===== config.mk =====
export PLATFORM = sky130hd
export DESIGN_NAME = truth_table_sweeper
export DESIGN_NICKNAME = d
export VERILOG_FILES = /design/src/rtl/truth_table_sweeper.sv
export SDC_FILE = /design/constraint.sdc
export NUM_CORES = 1
export LEC_CHECK = 0
export CELL_PAD_IN_SITES_DETAIL_PLACEMENT = 0
export CELL_PAD_IN_SITES_GLOBAL_PLACEMENT = 1
export CORE_MARGIN = 5
export CORE_UTILIZATION = 39
export CTS_CLUSTER_DIAMETER = 50
export DETAILED_ROUTE_END_ITERATION = 8
export GPL_TIMING_DRIVEN = 0
export PLACE_DENSITY = 0.79
export SKIP_CTS_REPAIR_TIMING = 1
export SYNTH_ARGS = -nofsm -noshare
export SYNTH_HDL_FRONTEND = slang
export SYNTH_SLANG_ARGS = --single-unit

===== constraint.sdc =====
create_clock -name clk -period 2.4 [get_ports clk]
set_clock_uncertainty 0.05 [all_clocks]
set_input_delay 0.72 -clock clk [delete_from_list [all_inputs] [get_ports clk]]
set_output_delay 0.72 -clock clk [all_outputs]
set_load 0.01 [all_outputs]

===== src/rtl/truth_table_sweeper.sv =====
// Sweeps every input vector of a combinational boolean block, samples its output after a
// settle interval, builds the minterm mask and compares it against a latched expected mask.
`timescale 1ns/1ps
module truth_table_sweeper #(
  parameter int N_IN   = 4,
  parameter int SETTLE = 1
) (
  input  logic                   clk,
  input  logic                   rst_n,
  input  logic                   start,
  input  logic                   abort,
  input  logic [(1<<N_IN)-1:0]   expected,
  output logic [N_IN-1:0]        vec_out,
  input  logic                   s_in,
  output logic                   busy,
  output logic                   done,
  output logic [(1<<N_IN)-1:0]   table_out,
  output logic                   match,
  output logic [N_IN:0]          mismatch_count,
  output logic [N_IN-1:0]        first_fail
);
  localparam int NV = 1 << N_IN;
  localparam int SW = (SETTLE > 1) ? $clog2(SETTLE) : 1;

  typedef enum logic [1:0] {S_IDLE, S_DRIVE, S_SAMPLE, S_DONE} state_t;

  state_t            state_q, state_d;
  logic [N_IN-1:0]   idx_q, idx_d;
  logic [SW-1:0]     settle_q, settle_d;
  logic [NV-1:0]     exp_q, exp_d;
  logic [NV-1:0]     tab_q, tab_d;
  logic [N_IN:0]     cnt_q, cnt_d;
  logic [N_IN-1:0]   ff_q, ff_d;
  logic              seen_q, seen_d;
  logic              match_q, match_d;
  logic              busy_q, busy_d;
  logic              done_q, done_d;
  logic [N_IN-1:0]   vec_q, vec_d;
  logic              miss;

  always_comb begin
    state_d  = state_q;
    idx_d    = idx_q;
    settle_d = settle_q;
    exp_d    = exp_q;
    tab_d    = tab_q;
    cnt_d    = cnt_q;
    ff_d     = ff_q;
    seen_d   = seen_q;
    match_d  = match_q;
    // Case-inequality so an undriven or unknown function output is reported as a failure.
    miss     = (s_in !== exp_q[idx_q]);
    case (state_q)
      S_IDLE: begin
        if (start) begin
          state_d  = S_DRIVE;
          exp_d    = expected;
          idx_d    = '0;
          settle_d = '0;
          tab_d    = '0;
          cnt_d    = '0;
          ff_d     = '0;
          seen_d   = 1'b0;
          match_d  = 1'b0;
        end
      end
      S_DRIVE: begin
        if (abort) begin
          state_d = S_IDLE;
          match_d = 1'b0;
        end else if (settle_q == SW'(SETTLE - 1)) begin
          state_d = S_SAMPLE;
        end else begin
          settle_d = settle_q + 1'b1;
        end
      end
      S_SAMPLE: begin
        if (abort) begin
          state_d = S_IDLE;
          match_d = 1'b0;
        end else begin
          tab_d[idx_q] = s_in;
          if (miss) begin
            cnt_d = cnt_q + 1'b1;
            if (!seen_q) begin
              ff_d   = idx_q;
              seen_d = 1'b1;
            end
          end
          if (idx_q == N_IN'(NV - 1)) begin
            state_d = S_DONE;
            match_d = (cnt_d == '0);
          end else begin
            idx_d    = idx_q + 1'b1;
            settle_d = '0;
            state_d  = S_DRIVE;
          end
        end
      end
      S_DONE:  state_d = S_IDLE;
      default: state_d = S_IDLE;
    endcase
    // Outputs are registered from the next state so they line up with the state they describe.
    busy_d = (state_d != S_IDLE);
    done_d = (state_d == S_DONE);
    vec_d  = (state_d == S_DRIVE || state_d == S_SAMPLE) ? idx_d : '0;
  end

  always_ff @(posedge clk or negedge rst_n) begin
    if (!rst_n) begin
      state_q  <= S_IDLE;
      idx_q    <= '0;
      settle_q <= '0;
      exp_q    <= '0;
      tab_q    <= '0;
      cnt_q    <= '0;
      ff_q     <= '0;
      seen_q   <= 1'b0;
      match_q  <= 1'b0;
      busy_q   <= 1'b0;
      done_q   <= 1'b0;
      vec_q    <= '0;
    end else begin
      state_q  <= state_d;
      idx_q    <= idx_d;
      settle_q <= settle_d;
      exp_q    <= exp_d;
      tab_q    <= tab_d;
      cnt_q    <= cnt_d;
      ff_q     <= ff_d;
      seen_q   <= seen_d;
      match_q  <= match_d;
      busy_q   <= busy_d;
      done_q   <= done_d;
      vec_q    <= vec_d;
    end
  end

  assign vec_out        = vec_q;
  assign busy           = busy_q;
  assign done           = done_q;
  assign table_out      = tab_q;
  assign match          = match_q;
  assign mismatch_count = cnt_q;
  assign first_fail     = ff_q;
endmodule

==> flow_metrics.env, run 1 <==
export IMPL_cts_made_buffers=5
export IMPL_worst_path_dominant_cell_family="simple AND/OR/NAND/NOR gates"
export IMPL_area_taken_by_multi_input_logic_gates_um2=1270
export IMPL_report_final_slew_viol_count=0
export IMPL_final_setup_tns_ns=0
export IMPL_dieHeight_um=93.2
export IMPL_yosysWarningCount=0
export IMPL_run_status="complete, no violations"
export IMPL_synth_instances=285
export IMPL_drt_pre_antenna_iters=4
export IMPL_avgSynthCellArea_um2=9.46
export IMPL_asyncSetResetFlopFracSynth_pct=100
export IMPL_seqCellArea_um2=1380
export IMPL_timing_rr_start="idx_q[1]$_DFF_PN0_"
export IMPL_dp_final_hpwl_mm=4.87
export IMPL_antenna_left=0
export IMPL_worst_r2r_path_depth=7
export IMPL_setup_worst_path_end_class="flop"
export IMPL_critPathSlowestCell="dfrtp_2"
export IMPL_clock_group_share_of_total_power_pct=25.5
export IMPL_vdd_drop_max_mv=0.242
export IMPL_finalCriticalPeriod_ns=2.24
export IMPL_power_static_leakage_uw=0.00154
export IMPL_whs_ns=0.357
export IMPL_final_hold_violation_count=0
export IMPL_first_iter_violations=152
export IMPL_boundaryPins=53
export IMPL_filler_cell_count=664
export IMPL_syn_area_um2=2700
export IMPL_die_width_um=93.2
export IMPL_vias=2230
export IMPL_power_switching_uw=674
export IMPL_power_share_switching_pct=30.8
export IMPL_leftover_overflow_at_the_end_of_global_routing=0
export IMPL_routed_via_density=5.25
export IMPL_critPathMaxStageDelay_ns=0.48
export IMPL_timing_reg2reg_setup_slack_ns=0.16
export IMPL_cts_htree_levels=2
export IMPL_tritoncts="yes"
export IMPL_post_route_cells_drive_above_1_share_pct=10.4
export IMPL_timing_worst_slew_pin_value_ns=0.602
export IMPL_final_cell_count_no_fill=425
export IMPL_grt_pass1_vias=2183
export IMPL_finalSetupViolCount=0
export IMPL_reg_clk_slew_reported_paths_ns=0.10
export IMPL_intPower_uw=1510
export IMPL_antenna_found_initial=0
export IMPL_count_leader_synth="nand2_1"
export IMPL_synth_area_leaders="dfrtp_1 51%, nand2_1 8.6%, o21ai_0 4.8%, a21oi_1 3.3%, ha_1 3.2%"
export IMPL_clock_root_buffer="clkbuf_8"
export IMPL_min_path_type="primary input to asynchronous set/reset pin"
export IMPL_critical_path_peak_fanout=10
export IMPL_route_detailed_drc=0
export IMPL_share_of_yosys_cell_area_claimed_by_the_top_area_cell_type_pct=51.0
export IMPL_number_of_diodes_added_for_antenna_fixing=0
export IMPL_synth_top_cells_by_count="62 x nand2_1, 55 x dfrtp_1, 26 x o21ai_0, 18 x a21oi_1, 15 x o21ai_1"
export IMPL_coreArea_um2=6760
export IMPL_design_die_area_um2=8680
export IMPL_power_share_sequential_pct=50.5
export IMPL_place_worst_setup_slack_ns=-0.643
export IMPL_critPathLaunchType="flop"
export IMPL_placed_area_um2=3320
export IMPL_grt_pass1_wl_mm=11.1
export IMPL_worstPathCellList="buf_6, mux2i_1, a2111oi_4, or3_4, nand3_4, or4_1, nand3_1"
export IMPL_yosysSeqAreaShare_pct=51.0
export IMPL_dp_cells=417
export IMPL_ys_types=37
export IMPL_comb_power_share_pct=24.0
export IMPL_floorplan_initialDensity_pct=39.9
export IMPL_standard_cell_rows=30
export IMPL_layout_area_overhead_vs_synth_pct=28.5
export IMPL_total_global_routing_track_utilization_pct=16.1
export IMPL_final_min_period_over_clock_period_pct=93.3
export IMPL_synth_edff_count=0
export IMPL_io_buffer_count=51
export IMPL_finish_instance_area_um2=3470
export IMPL_crit_required_ns=2.60
export IMPL_ys_seq_elements=55
export IMPL_final_critical_path_setup_slack_ns=0.161
export IMPL_worst_ep_arrival_time_ns=2.44
export IMPL_drt_total_wl_mm=6.56
export IMPL_nets=372
export IMPL_worst_slew_slack_as_a_fraction_of_its_limit_pct=59.9
export IMPL_cts_num_sinks=55
export IMPL_maximum_number_of_pins_on_one_net_before_global_route_repair=31
export IMPL_dominantRegCellSynth="dfrtp_1"
export IMPL_insertion_delay_ns=0.30
export IMPL_worstSetupPathType="flop to flop"
export IMPL_critPathBufInv=1
export IMPL_routed_wire_length_per_instance_um=15.4
export IMPL_reported_max_cap_violation_count=0
export IMPL_power_per_cell_area_nw_per_um2=631
export IMPL_most_area_hungry_cell_type_in_the_yosys_netlist="dfrtp_1"
export IMPL_clock_path_buffers=2
export IMPL_grt_setup_unrepaired="no"
export IMPL_endpoint_of_the_lowest_slack_register_to_register_path="mismatch_count[4]$_DFFE_PN0P_"
export IMPL_fmax_mhz=447
export IMPL_synthesis_nets=313
export IMPL_routabilityCongestion=0.789
==> cells by family after synthesis <==
kind of cell / after synthesis / share of synthesized area, %
compound gates: 82 / 20.1
fa+ha+maj: 7 / 3.25
buf+inv: 22 / 3.34
flops: 55 / 51.0
mux: 8 / 3.16
simple gates: 111 / 19.1
==> flip-flops by register name (all words and copies together), names as in the netlist <==
| signal | flops |
|---|---|
| idx_q | 4 |
| table_out | 16 |
| busy | 1 |
| seen_q | 1 |
| match | 1 |
| vec_out | 4 |
| mismatch_count | 5 |
| exp_q | 16 |
| state_q | 2 |
| done | 1 |
| first_fail | 4 |
==> stage by stage <==
stage | power (µW) | util [%]
6_report | 2190 | 51.3
3_3_place_gp | 1630 | 48.9
2_1_floorplan | 1440 | -
4_1_cts | 2200 | 50.6
5_1_grt | 2340 | 51.3
3_5_place_dp | 1630 | 49.2
==> worst register-to-register path: stages (launching register included) <==
cell and delay [ns]:
dfrtp_2 0.48, buf_6 0.17, mux2i_1 0.16, a2111oi_4 0.43, or3_4 0.23, nand3_4 0.09
or4_1 0.47, nand3_1 0.09
==> power by group through the flow <==
stage          logic, µW  clock network, µW  registers, µW
2_1_floorplan        331                  0           1110
3_3_place_gp         507                  0           1120
3_5_place_dp         514                  0           1120
4_1_cts              518                576           1100
5_1_grt              600                614           1120
6_report             526                558           1100
==> routing by layer <==
metal / track usage, % / share of wire, % / vias to the layer above
met2: 26.4 / 46 / 66
met3: 3.70 / 5.9 / 9
met1: 21.3 / 46 / 1052
met5: 0 / 0 / -
li1: - / - / 1103
met4: 4.64 / 1.4 / 0
==> layout make-up <==
type / instances / share of cell area (%)
buffer: 11 / 1.52
clock buffer: 8 / 2.89
multi-input combinational: 208 / 36.5
timing repair buffer: 52 / 15.2
sequential: 55 / 39.8
inverter: 11 / 1.19
tap: 80 / 2.89
==> placed cells by master, fill, tap and decap left out, types with 2 or more instances in the layout <==
cell type,n
nand3_1,11
a31oi_1,5
inv_1,10
o21ai_0,26
nand2b_1,3
o22ai_2,2
clkbuf_1,8
a2111oi_4,2
clkbuf_2,3
nor3_1,5
nor2b_1,5
o21ai_2,2
dfrtp_1,52
clkbuf_8,7
nand2_1,61
ha_1,7
a32o_1,2
mux2_1,4
a21oi_1,17
nor3_2,2
o21ai_1,14
a22o_1,3
mux2i_1,4
and2_1,4
dfrtp_2,3
and3_1,4
or2_2,2
nor2_1,8
clkdlybuf4s50_1,50
a211oi_2,2
==> how the worst max path moves through the flow <==
stage / start / endpoint / slack (ns) / cells past startpoint
final: idx_q[1]$_DFF_PN0_ / mismatch_count[4]$_DFFE_PN0P_ / 0.16 / 7
after global routing: idx_q[0]$_DFF_PN0_ / vec_out[0]$_DFF_PN0_ / 0.009 / 6
after CTS: start / exp_q[6]$_DFFE_PN0P_ / -0.31 / 7
after detailed placement: start / exp_q[6]$_DFFE_PN0P_ / -0.64 / 7
after global placement: rst_n / exp_q[12]$_DFFE_PN0P_ / -1.08 / 1
after floorplan: idx_q[1]$_DFF_PN0_ / mismatch_count[4]$_DFFE_PN0P_ / 0.24 / 7
Note: power is estimated with default switching activity, not from simulation.
==> run 2, diff against run 1 <==
--- a/config.mk
+++ b/config.mk
@@ -5,13 +5,16 @@
 export SDC_FILE = /design/constraint.sdc
 export NUM_CORES = 1
 export LEC_CHECK = 0
+export ABC_AREA = 1
+export CAP_MARGIN = 20
 export CELL_PAD_IN_SITES_DETAIL_PLACEMENT = 0
 export CELL_PAD_IN_SITES_GLOBAL_PLACEMENT = 1
 export CORE_MARGIN = 5
-export CORE_UTILIZATION = 39
+export CORE_UTILIZATION = 38
 export CTS_CLUSTER_DIAMETER = 50
 export DETAILED_ROUTE_END_ITERATION = 8
 export GPL_TIMING_DRIVEN = 0
+export HOLD_SLACK_MARGIN = 0.06
 export PLACE_DENSITY = 0.79
 export SKIP_CTS_REPAIR_TIMING = 1
 export SYNTH_ARGS = -nofsm -noshare
==> flow_metrics.env, run 2 <==
export IMPL_routed_via_density=4.65
export IMPL_crit_path_frequent_cell="inv_1"
export IMPL_final_hold_violation_count=0
export IMPL_reg_clk_slew_reported_paths_ns=0.10
export IMPL_setup_worst_path_end_class="flop"
export IMPL_comb_power_share_pct=33.8
export IMPL_critical_path_peak_fanout=7
export IMPL_placed_area_um2=3430
export IMPL_intPower_uw=1530
export IMPL_finalCriticalPeriod_ns=2.24
export IMPL_design_die_area_um2=9090
export IMPL_clock_path_buffers=2
export IMPL_critPathSlowestCell="clkdlybuf4s50_1"
export IMPL_fmax_mhz=447
export IMPL_final_cell_mix="82 x nand2_1, 54 x dfrtp_1, 52 x inv_1"
export IMPL_power_share_sequential_pct=45.7
export IMPL_ys_types=27
export IMPL_boundaryPins=53
export IMPL_route_detailed_drc=0
export IMPL_grt_pass1_vias=2304
export IMPL_io_buffer_count=52
export IMPL_floorplan_initialDensity_pct=38.6
export IMPL_whs_ns=0.340
export IMPL_cts_htree_levels=2
export IMPL_finish_instance_area_um2=3510
export IMPL_antenna_left=0
export IMPL_finalSetupViolCount=0
export IMPL_drt_pre_antenna_iters=4
export IMPL_most_area_hungry_cell_type_in_the_yosys_netlist="dfrtp_1"
export IMPL_critPathMaxStageDelay_ns=0.57
export IMPL_place_worst_setup_slack_ns=-0.270
export IMPL_coreArea_um2=7180
export IMPL_first_iter_violations=94
export IMPL_asyncSetResetFlopFracSynth_pct=100
export IMPL_cts_made_buffers=5
export IMPL_timing_worst_slew_pin_value_ns=0.540
export IMPL_power_share_switching_pct=36.7
export IMPL_insertion_delay_ns=0.31
export IMPL_yosysSeqAreaShare_pct=49.7
export IMPL_layout_area_overhead_vs_synth_pct=27.0
export IMPL_clock_root_buffer="clkbuf_8"
export IMPL_synthesis_nets=366
export IMPL_power_per_cell_area_nw_per_um2=689
export IMPL_grt_setup_unrepaired="no"
export IMPL_power_switching_uw=888
export IMPL_ys_seq_elements=55
export IMPL_dp_final_hpwl_mm=4.91
export IMPL_synth_instances=338
export IMPL_synth_top_family_by_area="simple AND/OR/NAND/NOR gates"
export IMPL_final_min_period_over_clock_period_pct=93.2
export IMPL_post_synth_fa_ha_maj_area_fraction_pct=3.16
export IMPL_worst_ep_arrival_time_ns=2.37
export IMPL_final_setup_tns_ns=0
export IMPL_die_width_um=95.3
export IMPL_synth_compound_area_share_pct=14.9
export IMPL_synth_top_cells_by_count="82 x nand2_1, 55 x dfrtp_1, 52 x inv_1, 24 x o21ai_0, 20 x a21oi_1"
export IMPL_maximum_number_of_pins_on_one_net_before_global_route_repair=34
export IMPL_final_critical_path_setup_slack_ns=0.162
export IMPL_avgSynthCellArea_um2=8.19
export IMPL_antenna_found_initial=0
export IMPL_synth_area_leaders="dfrtp_1 50%, nand2_1 11%, inv_1 7.1%, o21ai_0 4.3%, o22ai_1 3.8%"
export IMPL_critPathLaunchType="primary input"
export IMPL_yosys_area_share_simple_pct=21.3
export IMPL_synth_area_mux_share_pct=0
export IMPL_total_global_routing_track_utilization_pct=15.7
export IMPL_share_of_yosys_cell_area_claimed_by_the_top_area_cell_type_pct=49.7
export IMPL_routed_wire_length_per_instance_um=13.1
export IMPL_design_power_total_uw=2420
export IMPL_post_route_cells_drive_above_1_share_pct=10.0
export IMPL_yosysWarningCount=0
export IMPL_critPathBufInv=4
export IMPL_run_status="complete, no violations"
export IMPL_routabilityCongestion=0.794
export IMPL_dominantRegCellSynth="dfrtp_1"
export IMPL_reported_max_cap_violation_count=0
export IMPL_worst_path_dominant_cell_family="buffers and inverters"
export IMPL_crit_required_ns=2.53
export IMPL_syn_area_um2=2770
export IMPL_grt_pass1_wl_mm=11.1
export IMPL_leftover_overflow_at_the_end_of_global_routing=0
export IMPL_synth_edff_count=0
export IMPL_power_static_leakage_uw=0.00164
export IMPL_vdd_drop_max_mv=0.291
export IMPL_mostFrequentLayoutCell="nand2_1"
export IMPL_nets=426
export IMPL_worstPathCellList="clkdlybuf4s50_1, nor2_4, inv_1, nor2_1, a31oi_1, inv_1, ha_1, inv_1, a21oi_1"
export IMPL_dieHeight_um=95.3
export IMPL_post_synth_xor_area_fraction_pct=1.27
export IMPL_count_leader_synth="nand2_1"
export IMPL_worst_slew_slack_as_a_fraction_of_its_limit_pct=64.0
export IMPL_drt_total_wl_mm=6.53
export IMPL_clock_group_share_of_total_power_pct=20.5
export IMPL_min_path_type="primary input to asynchronous set/reset pin"
export IMPL_report_final_slew_viol_count=0
export IMPL_worstSetupPathType="primary input to flop"
export IMPL_standard_cell_rows=31
export IMPL_tritoncts="yes"
export IMPL_vias=2318
export IMPL_cts_num_sinks=55
export IMPL_number_of_diodes_added_for_antenna_fixing=0
[run 2: cell types whose count changed after synthesis, sizes merged, moves of 5 or more]
cell   previous run  this run
inv              11        59
nand2            62        93
o22ai             2        17
o21ai            42        29
nor2              8        20
nand3            12        19
nor3              7         0
nor2b             5         0
[run 2: path summary, 6_finish.rpt]
kind | start | endpoint | slack [ns] | cells past startpoint
setup / recovery | abort | vec_out[2]$_DFF_PN0_ | 0.16 | 9
hold / removal | rst_n | table_out[6]$_DFFE_PN0P_ | 0.34 | 1
setup reg to reg | idx_q[0]$_DFF_PN0_ | vec_out[2]$_DFF_PN0_ | 0.34 | 10
hold reg to reg | first_fail[3]$_DFFE_PN0P_ | first_fail[3]$_DFFE_PN0P_ | 0.43 | 2
max in group asynchronous | rst_n | idx_q[1]$_DFF_PN0_ | 1.40 | 2
min in group clk | first_fail[3]$_DFFE_PN0P_ | first_fail[3]$_DFFE_PN0P_ | 0.43 | 2
[run 2: power groups by stage]
| stage | combinational, µW | sequential [µW] | clock (µW) |
|---|---|---|---|
| 2_1_floorplan | 562 | 1110 | 0 |
| 3_3_place_gp | 818 | 1120 | 0 |
| 3_5_place_dp | 826 | 1120 | 0 |
| 4_1_cts | 831 | 1110 | 513 |
| 5_1_grt | 937 | 1120 | 544 |
| 6_report | 819 | 1110 | 498 |
[run 2: worst reg2reg max path: stages (launching register included)]
cell	delay, ns
dfrtp_1	0.49
ha_1	0.28
inv_1	0.08
nor2_1	0.06
inv_1	0.11
nor2_1	0.08
a31oi_1	0.21
inv_1	0.09
ha_1	0.28
inv_1	0.13
a21oi_1	0.07
[run 2: kinds of logic (layout without fill, tap and decap cells)]
kind of cell	count (synthesis)	after routing
flops	55	55
xor+xnor	4	4
fa+ha+maj	7	7
buf+inv	68	129
simple gates	133	133
compound gates	71	71
[run 2: area by class of cell]
type	count	area, µm²
inverters	59	221
plain buffers	9	43.8
multi-input cells	215	1130
flip-flops and latches	55	1380
repair buffers	53	536
clock inverters	1	5.00
well taps	99	124
clock buffers	7	76.3
fillers	710	3660
[run 2: metrics by stage]
step	cells	utilization (%)
after floorplan	338	-
after global placement	489	47.6
after detailed placement	490	47.8
after CTS	498	48.9
after global routing	498	49.0
final	498	49.0
[run 2: per-layer routing]
layer | up-vias | share of wire [%] | track usage (%)
met5 | - | 0 | 0
met4 | 0 | 1.1 | 4.09
met3 | 5 | 3.6 | 2.76
met2 | 47 | 44 | 24.2
met1 | 1069 | 51 | 22.8
li1 | 1197 | - | -
